## src/rtl/flit_decompressor.sv

```systemverilog
// Rebuilds a full flit from a base+delta compressed payload (LANES chunks per
// cycle) or passes a raw flit straight through, with valid/ready on both sides.
module flit_decompressor #(
    parameter int unsigned NUM_OF_BITS = 128,
    parameter int unsigned CHUNK_SIZE  = 8,
    parameter int unsigned EN_BITS     = 3,
    parameter int unsigned LANES       = 4
) (
    input  logic                   clk,
    input  logic                   rst_n,
    input  logic                   in_valid,
    output logic                   in_ready,
    input  logic                   in_compressed,
    input  logic [NUM_OF_BITS-1:0] in_data,
    output logic                   out_valid,
    input  logic                   out_ready,
    output logic [NUM_OF_BITS-1:0] out_data
);

    localparam int unsigned NUM_CHUNKS = NUM_OF_BITS / CHUNK_SIZE;
    localparam int unsigned GROUPS     = NUM_CHUNKS / LANES;
    localparam int unsigned CNT_W      = (GROUPS > 1) ? $clog2(GROUPS) : 1;
    localparam int unsigned DELTA_W    = NUM_CHUNKS * EN_BITS;
    localparam logic [CNT_W-1:0] LAST_GRP = CNT_W'(GROUPS - 1);

    typedef enum logic [1:0] {
        S_IDLE,
        S_EXPAND,
        S_HOLD
    } state_e;

    state_e                 state_q, state_d;
    logic [CNT_W-1:0]       cnt_q, cnt_d;
    logic [CHUNK_SIZE-1:0]  base_q, base_d;
    logic [DELTA_W-1:0]     deltas_q, deltas_d;
    logic [NUM_OF_BITS-1:0] data_q, data_d;
    logic                   valid_q, valid_d;
    logic                   accept;

    // A new flit can enter from IDLE, or from HOLD in the same cycle the held one leaves.
    assign in_ready  = (state_q == S_IDLE) | ((state_q == S_HOLD) & out_ready);
    assign accept    = in_valid & in_ready;
    assign out_valid = valid_q;
    assign out_data  = data_q;

    // Next-state logic: accept/handoff in IDLE/HOLD, one chunk group per cycle in EXPAND.
    always_comb begin
        state_d  = state_q;
        cnt_d    = cnt_q;
        base_d   = base_q;
        deltas_d = deltas_q;
        data_d   = data_q;
        valid_d  = valid_q;

        case (state_q)
            S_IDLE, S_HOLD: begin
                // Handoff: the held flit leaves; out_data is intentionally kept.
                if ((state_q == S_HOLD) && out_ready) begin
                    state_d = S_IDLE;
                    valid_d = 1'b0;
                end
                if (accept) begin
                    if (in_compressed) begin
                        base_d   = in_data[CHUNK_SIZE-1:0];
                        deltas_d = in_data[CHUNK_SIZE +: DELTA_W];
                        cnt_d    = '0;
                        state_d  = S_EXPAND;
                        valid_d  = 1'b0;
                    end else begin
                        data_d   = in_data;
                        state_d  = S_HOLD;
                        valid_d  = 1'b1;
                    end
                end
            end
            S_EXPAND: begin
                for (int c = 0; c < int'(NUM_CHUNKS); c++) begin
                    if (CNT_W'(c / int'(LANES)) == cnt_q) begin
                        data_d[c*CHUNK_SIZE +: CHUNK_SIZE] =
                            base_q + CHUNK_SIZE'(deltas_q[c*EN_BITS +: EN_BITS]);
                    end
                end
                if (cnt_q == LAST_GRP) begin
                    state_d = S_HOLD;
                    valid_d = 1'b1;
                    cnt_d   = '0;
                end else begin
                    cnt_d   = cnt_q + CNT_W'(1);
                end
            end
            default: begin
                state_d = S_IDLE;
                valid_d = 1'b0;
                cnt_d   = '0;
            end
        endcase
    end

    // State and datapath registers; reset drops any partial or pending flit.
    always_ff @(posedge clk or negedge rst_n) begin
        if (!rst_n) begin
            state_q  <= S_IDLE;
            cnt_q    <= '0;
            base_q   <= '0;
            deltas_q <= '0;
            data_q   <= '0;
            valid_q  <= 1'b0;
        end else begin
            state_q  <= state_d;
            cnt_q    <= cnt_d;
            base_q   <= base_d;
            deltas_q <= deltas_d;
            data_q   <= data_d;
            valid_q  <= valid_d;
        end
    end

endmodule

```

## config.mk

```make
export PLATFORM = sky130hd
export DESIGN_NAME = flit_decompressor
export DESIGN_NICKNAME = d
export VERILOG_FILES = /design/src/rtl/flit_decompressor.sv
export SDC_FILE = /design/constraint.sdc
export NUM_CORES = 1
export LEC_CHECK = 0
export CORE_MARGIN = 4
export CORE_UTILIZATION = 45
export CTS_CLUSTER_DIAMETER = 200
export DETAILED_ROUTE_END_ITERATION = 8
export PLACE_DENSITY_LB_ADDON = 0.08
export SLEW_MARGIN = 0
export SYNTH_ARGS = -nofsm -noshare
export SYNTH_HDL_FRONTEND = slang
export SYNTH_SLANG_ARGS = --single-unit
```

## constraint.sdc

```tcl
create_clock -name clk -period 2.7 [get_ports clk]
set_clock_uncertainty 0.2 [all_clocks]
set_input_delay 0.27 -clock clk [delete_from_list [all_inputs] [get_ports clk]]
set_output_delay 0.27 -clock clk [all_outputs]
set_load 0.01 [all_outputs]
```

* Word level (Yosys, flattened, before mapping) *
Cells that the tools add are included.

operators by class
  add/subtract/negate cells = 17
  equality and inequality tests = 15
  multiplexer cells = 33
  bitwise operators = 3
  reductions and logical operators = 12

operators by type and width
  kind                   number
  $mux W128              2
  $pmux W128 S2          1
  $add A8 B3 Y8          16
  $mux W8                16
  $ne A2 B2 Y1 const B   8
  $reduce_and A4 Y1      4
  $mux W2                7
  $pmux W2 S2            2
  $eq A2 B2 Y1 const A   2
  $eq A2 B2 Y1 const B   2
  $logic_not A2 Y1       2
  $mux W1                4
  $reduce_and A2 Y1      2
  $ne A3 B3 Y1 const B   1
  $reduce_and A3 Y1      1
  $add A2 B1 Y2 const B  1
  $and A1 B1 Y1          2
  $eq A1 B2 Y1 const A   1
  $eq A2 B1 Y1 const B   1
  $pmux W1 S2            1
  $reduce_bool A2 Y1     1
  $reduce_or A2 Y1       1
  $logic_and A1 B1 Y1    1
  $or A1 B1 Y1           1

storage, ports and cells
  register bits = 189
  bits of input ports = 133
  output and inout bits = 130
  word-level logic and storage cells = 89

* Longest topological paths before layout *
Gate-level depths: netlist of the first run.

  depth in word-level cells = 6
  depth in mapped cells = 8
  gate-level depth less buffers = 8

* Least setup slack after synthesis of the first run *
OpenSTA, ideal clock, no wires.

  path type = register to register
  from = register base_q[1]
  to = register data_q[110], in the netlist out_data[110]
  library setup time = 0.137 ns
  arrival time = 2.338 ns
  required time = 2.363 ns
  setup slack = 0.025 ns
  cell stages (with the launch flop) = 8
  path buffers = 0
  clock period less this slack = 2.675 ns
  path through = dfrtp_1 inv_1 fa_1 nor2b_1 o21ai_0 nor2_1 xnor2_1 o211ai_1

on the way
  word-level cells in the longest chain between the ends = 3

ends and longest elaborated chain
  element                 line  source
  start, declared         34    logic [CHUNK_SIZE-1:0] base_q, base_d;
  start signal, assigned  111   base_q <= base_d;
  $add A8 B3 Y8           80    base_q + CHUNK_SIZE'(deltas_q[c*EN_BITS +: EN_BITS]);
  $mux W8                 78    if (CNT_W'(c / int'(LANES)) == cnt_q) begin
  $pmux W128 S2           55    case (state_q)
  end signal, assigned    113   data_q <= data_d;
  end, declared           36    logic [NUM_OF_BITS-1:0] data_q, data_d;

No other way between the ends. The select of a mux whose other input is x is not followed.
A chain may end at the register's enable or synchronous reset.

* Final worst setup path of the first run *
  from = register state_q[1]
  to = output in_ready

on the way
  word-level cells in the longest chain between the ends = 3
  elaborated cells on any way between the ends = 4
  those cells by class = eq/ne (1); bitwise (2); reduce/logical (1)

ends and longest elaborated chain
  element                 line  source
  start, declared         32    state_e state_q, state_d;
  start signal, assigned  109   state_q <= state_d;
  $eq A2 B2 Y1            41    assign in_ready = (state_q == S_IDLE) | ((state_q == S_HOLD) & out_ready);
  $and A1 B1 Y1           41
  $or A1 B1 Y1 *          41
  end, declared           12    output logic in_ready,

Every way passes the cells marked *; elsewhere a longest branch is shown, timed or not.

==> flow_summary.toml, run 1 <==
[synth]
syn_area_sq_um = 10660
ys_seq_area_frac = 0.4413
synth_nets = 1353
postSynthCellCount = 1152
avgSynthCellArea_sq_um = 9.255
synth-edff-count = 0
ys_ff_latch = 188
synthArstFlopShare = 1.000
yosysWarnings = 0
synth_flop_cell = "dfrtp_1"
synth_cell_types = 32

[floorplan]
die_width_microns = 161.9
die_y_microns = 161.9
fp.coreArea_sq_um = 23400
io_pins = 263
row_count = 56
initial_utilization = 0.4556
dieArea_sq_um = 26220

[power_and_ir_drop]
ir_drop_uv = 590.2
powerDensity_nw_per_um2 = 1303
leakagePower_nw = 5.971

[clock_network]
cts_made_buffers = 17
post_cts_buffers = 0
cts_resized = 0
cts-hold-fix-buffers = 1
clock-sinks = 188
cts_tree = "built"
cts_buffer_depth = 2
clock_latency_ps = 430
htree_levels = 4
clk_pin_slew_ps = 80
root_buffer = "clkbuf_16"

[global_route]
grt_pass1_wl_mm = 54.37
grt-ovfl-total = 0
antenna_found_initial = 1
grt_max_degree = 71
grtUsageTotal = 0.2641
grt_pass1_vias = 9395

[sta]
tightest_slew_ps = 905.1
finalCritPeriodShare = 0.8676
slew_headroom = 0.3951
fin_crit_ps = 2343
finalMaxSlewViolations = 0
final_hold_viol_count = 0
timing.fmax_mhz = 426.9
setup_viol = 0
setup_tns_ps = 0
rsz0062_at_grt = "false"
hold_ws_ps = 199.1

[route]
drtPass1Iterations = 6
avgViaCountPerCell = 5.390
route.antenna.remaining_nets = 0
routedWlPerCell_microns = 19.91
remaining_drc_errors = 0
drt_wl_total_mm = 34.42
vias = 9320
drtIter0Drc = 614

[final_layout]
final_cell_mix = "clkdlybuf4s50_1, dfrtp_1, nand2_1, o21ai_0, nor2_1"
antennaDiodeCount = 0
drive_above_1_share = 0.09858
fin_nets = 1598
area_growth_pct = 34.05
layout.cells.most_common = "clkdlybuf4s50_1"

[outcome]
status = "finished, final reports clean"

[critical_path]
cp.required_ps = 2230
crit_arrival_ps = 1870
crit_path_max_fanout = 4
criticalPathCategory = "reg -> out"
start_kind = "flip-flop"
critPathCaptureType = "output port"

[placed_design]
detailed_place_hpwl_mm = 24.58
portBuffers = 262
place_congestion = 0.8568

[min_path]
min_path_type = "in -> async"

[job]
maxCapViolations = 0
## worst paths after layout
path	startpoint	end	slack [ps]	cells after the start
worst max-delay path	state_q[1]	in_ready	360	3
worst min-delay path	rst_n	out_data[98]	200	2
worst max register to register	state_q[0]	out_data[31]	380	5
worst min register to register	out_data[97]	out_data[97]	280	2
max in group asynchronous	rst_n	out_data[31]	1310	3
min in group clk	in_data[80]	out_data[80]	200	3
## cells in the mapped netlist, drive strengths merged (32+ instances only)
master | n | share of area
o21ai | 131 | 0.061
inv | 36 | 0.013
nor2b | 34 | 0.021
nand2 | 156 | 0.058
mux2 | 56 | 0.059
a21oi | 100 | 0.047
o211ai | 32 | 0.023
nand3 | 49 | 0.023
clkbuf | 32 | 0.011
ha | 52 | 0.061
buf | 39 | 0.023
nor2 | 97 | 0.034
dfrtp | 188 | 0.44
xnor2 | 48 | 0.039
a31oi | 32 | 0.019
## where the power goes
group / switching, W / internal (W) / leakage [nW]
clock network: 0.00121 / 0.00133 / 0.278
registers: 0.000905 / 0.00420 / 2.26
logic: 0.00598 / 0.00500 / 3.43
## area by class of cell
class	count	area, sq um
fill	2066	9111
multi-input combinational	857	5499
timing repair buffer	297	2979
sequential	188	4705
tap	319	399.1
clock inverter	13	131.4
inverter	36	135.1
clock buffer	19	442.9
## registers in the layout, indices dropped and copies added, names as in the netlist
signal and cells:
out_data 128, deltas_q 48, base_q 8, cnt_q 2, state_q 2
## worst max-delay path, cell delays in order, from the launching register on
cell	delay (ps)
dfrtp_1	460
nor2b_4	180
nor2_1	210
clkdlybuf4s50_1	590
## metal layers
| layer | routed length, microns | part of all wire | vias up | GRT usage |
|---|---|---|---|---|
| met1 | 15240 | 0.44 | 4448 | 0.3741 |
| met5 | 13 | 0.00038 | - | 0 |
| met3 | 2543 | 0.074 | 43 | 0.05709 |
| met2 | 15950 | 0.46 | 379 | 0.4180 |
| met4 | 675 | 0.020 | 2 | 0.06421 |
| li1 | - | - | 4448 | - |
## metrics by stage
stage	total power, W	utilization	instance area (sq um)	worst slack, ps	std cells
floorplan	0.01161	-	10660	25.13	1152
global placement	0.01592	0.5857	13710	402.8	1696
detailed placement	0.01614	0.5857	13710	348.1	1696
CTS	0.01871	0.6107	14290	325.5	1729
global route	0.02015	0.6107	14290	134.7	1729
finish	0.01862	0.6107	14290	357.4	1729
## cell families (layout without fill, tap and decap cells)
group / count (synthesis) / after routing / synth area share
simple gates: 373 / 373 / 0.1586
buf+inv: 107 / 365 / 0.04694
mux: 56 / 56 / 0.05915
fa+ha+maj: 68 / 68 / 0.09107
flops: 188 / 188 / 0.4413
xor+xnor: 64 / 64 / 0.05258
compound gates: 296 / 296 / 0.1505
(Power assumes the default switching activity.)
==> run 2, diff against run 1 <==
CORE_MARGIN = 2   (was 4)
==> flow_summary.toml, run 2 (synthesis results as in run 1) <==
[sta]
final_hold_viol_count = 0
finalMaxSlewViolations = 0
tightest_slew_ps = 779.1
fin_crit_ps = 2334
timing.fmax_mhz = 428.5
rsz0062_at_grt = "false"
slew_headroom = 0.4806
finalCritPeriodShare = 0.8644
setup_tns_ps = 0
setup_viol = 0

[min_path]
min_path_type = "in -> reg"
worstHoldPathCells = 3

[floorplan]
die_y_microns = 157.9
initial_utilization = 0.4569
io_pins = 263
row_count = 56
fp.coreArea_sq_um = 23330
dieArea_sq_um = 24940
die_width_microns = 157.9

[critical_path]
rr_worst_depth = 5
critical_path.max_stage_delay_ps = 610
crit_chain = "nor2b_4, nand2_2, nand2_4, o21ai_0, o21ai_0"
start_kind = "flip-flop"
criticalPathCategory = "reg -> reg"
cpMaxStageDelayCell = "dfrtp_1"
cp.required_ps = 2850
crit_arrival_ps = 2480
crit_path_max_fanout = 24
critPathMostFrequentCell = "o21ai_0"
critPathCaptureType = "flip-flop"

[power_and_ir_drop]
leakagePower_nw = 6.012
combPwrFrac = 0.588
powerDensity_nw_per_um2 = 1293
seqPwrFrac = 0.280
internal_power_w = 0.01052
ir_drop_uv = 469.4
clockPowerShare = 0.132
p_switching_w = 0.008062
swShare = 0.4339

[job]
maxCapViolations = 0

[route]
drtPass1Iterations = 5
remaining_drc_errors = 0
drtIter0Drc = 464
route.antenna.remaining_nets = 0
avgViaCountPerCell = 5.354
routedWlPerCell_microns = 19.43
drt_wl_total_mm = 33.76
vias = 9306

[clock_network]
clock-sinks = 188
root_buffer = "clkbuf_16"
post_cts_buffers = 0
cts_made_buffers = 17
cts-hold-fix-buffers = 1
cts_buffer_depth = 2
cts_tree = "built"
htree_levels = 4
clock_latency_ps = 430
clk_pin_slew_ps = 80
cts_resized = 0

[final_layout]
fillers = 2044
drive_above_1_share = 0.1037
final_cell_mix = "clkdlybuf4s50_1, dfrtp_1, nand2_1, o21ai_0, nor2_1"
ff_latch_area_sq_um = 4705
fin_nets = 1606
post-route-util = 0.6157
multi_input_area_sq_um = 5499
area_growth_pct = 34.75
layout.cells.most_common = "clkdlybuf4s50_1"
largest_reg_flops = 128

[placed_design]
portBuffers = 262
detailed_place_hpwl_mm = 24.52
place_congestion = 0.8870

[global_route]
antenna_found_initial = 1
grt-ovfl-total = 0
grt.busiest_layer = "met2"
grtUsageTotal = 0.2745
grt.met1_usage = 0.3768
grt_pass1_wl_mm = 51.68
grt_pass1_vias = 9035
grt_use_met3 = 0.05064
grt_max_degree = 65
globalRouteMet2Util = 0.4437

[outcome]
status = "finished, final reports clean"
## run 2: changes by cell type in the layout (fill, tap and decap cells not counted)
cell / delta
diode_2: +1
buf_12: +2
inv_8: +2
clkinv_2: -1
buf_4: +6
clkinv_4: +1
bufinv_16: -1
inv_6: -1
## run 2: path summary, 6_finish.rpt
| check | start | endpoint | slack [ps] |
|---|---|---|---|
| worst max-delay path | state_q[0] | out_data[4] | 370 |
| worst min-delay path | in_data[59] | out_data[59] | 200 |
| worst max register to register | state_q[0] | out_data[4] | 370 |
| worst min register to register | out_data[79] | out_data[79] | 280 |
| max in group asynchronous | rst_n | base_q[4] | 1360 |
| min in group asynchronous | rst_n | out_data[100] | 210 |
## run 2: metal layers
metal / wire length [microns] / vias to the layer above
li1: - / 4462
met1: 14730 / 4449
met2: 15930 / 346
met3: 2291 / 49
met4: 811 / 0
met5: 0 / -
## run 2: final cells by class
cell class | count | area share
inverter | 36 | 0.009406
sequential | 188 | 0.3275
antenna | 1 | 0.0001742
tap | 319 | 0.02778
timing repair buffer | 305 | 0.2133
clock buffer | 19 | 0.03083
clock inverter | 13 | 0.008274
multi-input combinational | 857 | 0.3828
## run 2: metrics by stage
stage          hold slack [ps]  power [W]  setup slack, ps  std cells  cell area, sq um
4_1_cts                  182.0    0.01868            329.7       1737             14360
3_3_place_gp             111.5    0.01596            369.2       1704             13790
2_1_floorplan           -225.6    0.01161            25.13       1152             10660
6_report                 199.5    0.01858            366.0       1738             14370
3_5_place_dp             106.6    0.01615            310.1       1704             13790
5_1_grt                  202.1    0.02010            169.2       1737             14360
## run 2: power groups by stage
stage | clock network (W) | logic, W | registers [W]
3_3_place_gp | 0 | 0.0107 | 0.00523
2_1_floorplan | 0 | 0.00620 | 0.00542
4_1_cts | 0.00251 | 0.0110 | 0.00521
5_1_grt | 0.00262 | 0.0121 | 0.00538
3_5_place_dp | 0 | 0.0109 | 0.00525
6_report | 0.00245 | 0.0109 | 0.00520
## run 2: critical path: cells and delay by family (launching register included)
family / cells / cell delay, ps
AOI/OAI and AO/OA: 2 / 290
DFF: 1 / 610
and+or+nand+nor: 3 / 1140
==> patch, RTL diff (flow settings as in run 1) <==
`EN_BITS`: 3 -> 6.
--- a/src/rtl/flit_decompressor.sv
+++ b/src/rtl/flit_decompressor.sv
@@ -3,7 +3,7 @@
 module flit_decompressor #(
     parameter int unsigned NUM_OF_BITS = 128,
     parameter int unsigned CHUNK_SIZE  = 8,
-    parameter int unsigned EN_BITS     = 3,
+    parameter int unsigned EN_BITS     = 6,
     parameter int unsigned LANES       = 4
 ) (
     input  logic                   clk,
Behaviour: not the same (Yosys sat finds a counterexample within 4 cycles, from zero or initial values and one cycle with rst_n low).
==> patch against run 1 <==
  * Cell area is 29% higher
  * Total power is 42% higher
  * Area after synthesis is 34% higher
  * Worst setup slack worse by 0.22 ns
  * Count of clock-buffer cells in the layout is 15 higher
  * Non-clock buffer count is 10 higher
  * Sequential cell count is 48 higher
  * Routed wire length is 26% higher
  * Critical path depth stayed put
  * Sequential power is 28% higher
  * Die area is 32% higher
  * Sequential share of layout area is 0.77 points lower
  * Worst hold slack worse by 0.16 ns
  * Critical path type unchanged
  * Largest cell class unchanged
  * Largest power group unchanged
==> patch: results (changes against run 1) <==
Worst setup path
  • R2r worst-path depth: 7 (was 5)
  • CP top delay family: simple AND/OR/NAND/NOR gates (was buffers and inverters)
  • R2r setup slk: 0.20 ns (was 0.38 ns)
  • Critical Path Fanout Max: 7 (was 4)
  • Worst r2r dst: out_data[63] (was out_data[31])
  • Reg-to-Reg Start: base_q[1] (was state_q[0])
  • Critical Path Max Stage Delay: 0.55 ns (was 0.59 ns)
  • CP max stage cell: clkdlybuf4s50_1 (unchanged)
  • CP arrival: 2.09 ns (was 1.87 ns)

Logic synthesis
  • Netlist cell types: 49 (was 32)
  • Synth warn: 0 (unchanged)
  • Synth cell count leaders: 236 x dfrtp_1, 136 x nand2_1, 128 x mux2_2, 123 x nor2_1, 111 x o21ai_0 (was 188 x dfrtp_1, 149 x nand2_1, 104 x o21ai_0, 100 x a21oi_1, 97 x nor2_1)
  • Net Count, Synth: 1,709 (was 1,353)
  • Top post-synthesis cells by area: dfrtp_1 41%, mux2_2 10%, ha_1 8.8% (was dfrtp_1 44%, ha_1 6.1%, mux2_2 5.9%)
  • Post-synth ARST share: 100% (unchanged)
  • Most common cell in the netlist: dfrtp_1 (unchanged)
  • Post-synthesis sequential area ratio: 41.5% (was 44.1%)
  • Top_reg_cell synth: dfrtp_1 (unchanged)

Timing
  • Hold Violations, Final: 0 (unchanged)
  • Slew HR: 59.8% (was 39.5%)

Drt
  • Via-per-instance ratio: 5.70 (was 5.39)
  • DRT Pass-1 Iters: 5 (was 6)
  • Post-DR wirelength/cell: 20.2 µm (was 19.9 µm)
  • Starting DRC count in detailed routing: 763 (was 614)

Global routing
  • Number of global-route vias before repair: 11,941 (was 9,395)
  • Largest net degree at the start of global routing: 70 (was 71)
  • First-pass GRT wire length: 67,500 µm (was 54,400 µm)
  • Initial antenna violation count: 0 (was 1)
  • All-Layer GR Usage: 24.7% (was 26.4%)

Power
  • Leakage dissipation: 7.97 nW (was 5.97 nW)
  • Peak VDD IR: 0.612 mV (was 0.590 mV)

Clock network
  • # hold bufs at CTS: 1 (unchanged)
  • Setup Fix Bufs, Post-CTS: 0 (unchanged)
  • Num CTS Buffers: 27 (was 17)
  • Worst-path clk slew: 0.07 ns
  • H-tree depth: 1 (was 4)
  • Cts repair resizes: 0 (unchanged)
  • Longest Clk Path Bufs: 3 (was 2)
  • Clock latency on the worst-skew pair: 0.54 ns (was 0.43 ns)
  • Root Driver: clkbuf_16 (unchanged)

Placed design
  • IO Port Bufs: 262 (unchanged)
  • Placer Congestion: 0.879 (was 0.857)
  • Area post-placement: 17,400 µm² (was 13,700 µm²)
  • HPWL Detailed: 31,900 µm (was 24,600 µm)

Layout
  • Share of cells above drive strength 1: 16.9% (was 9.86%)
  • Filler Cells Inserted: 2,651 (was 2,066)
  • Largest register FFs: 128 (unchanged)
  • Final Net Count: 1,975 (was 1,598)

Worst hold path
  • HP Class: primary input to asynchronous set/reset pin (unchanged)

Run status
  • Status: complete, no violations (unchanged)
[patch: metrics by stage]
step	instances	util, %	hold WS (ns)	setup WS [ns]
after floorplan	1460	-	-0.226	0.104
after global placement	2092	56.4	0.0192	0.236
after detailed placement	2092	56.4	0.0212	0.254
after CTS	2143	59.4	0.0451	0.127
after global routing	2143	59.4	0.0621	0.0197
final	2144	59.4	0.0430	0.141
[patch: report_power, final]
group / internal (mW) / leakage [nW] / switching [mW] / total [mW]
sequential: 5.31 / 2.81 / 1.25 / 6.55
clock: 2.24 / 0.441 / 1.55 / 3.79
combinational: 7.49 / 4.71 / 8.54 / 16.0
[patch: logic make-up after synthesis]
kind of cell / count (synthesis) / share of synthesized area (%)
and+or+nand+nor: 485 / 16.2
AOI/OAI and AO/OA: 377 / 16.6
DFF: 236 / 41.5
muxes: 137 / 11.0
adders and majority gates: 116 / 11.0
buffers and inverters: 107 / 3.54
xor gates and xnor gates: 2 / 0.123
[patch: routing by layer]
layer	vias up	track usage [%]	wire length (µm)
li1	5825	-	-
met1	5918	36.3	20100
met2	396	39.0	19600
met3	76	2.99	2400
met4	0	6.53	1280
met5	-	0	0
[patch: area by class of cell]
cell class              count  area, µm²  area share (%)
well taps                 396        495            2.70
inverters                  37        143           0.776
repair buffers            307       3040            16.6
flip-flops and latches    236       5910            32.2
clock buffers              34        742            4.04
diodes                      1       2.50          0.0136
clock inverters            16        179           0.974
multi-input cells        1117       7860            42.8
[patch: how the worst max path moves through the flow]
stage | startpoint | end | slack, ns
global placement | out_ready | out_data[110] | 0.24
finish | state_q[1] | in_ready | 0.14
CTS | state_q[1] | in_ready | 0.13
detailed placement | base_q[1] | out_data[79] | 0.25
global route | state_q[1] | in_ready | 0.02
floorplan | base_q[1] | out_data[110] | 0.10
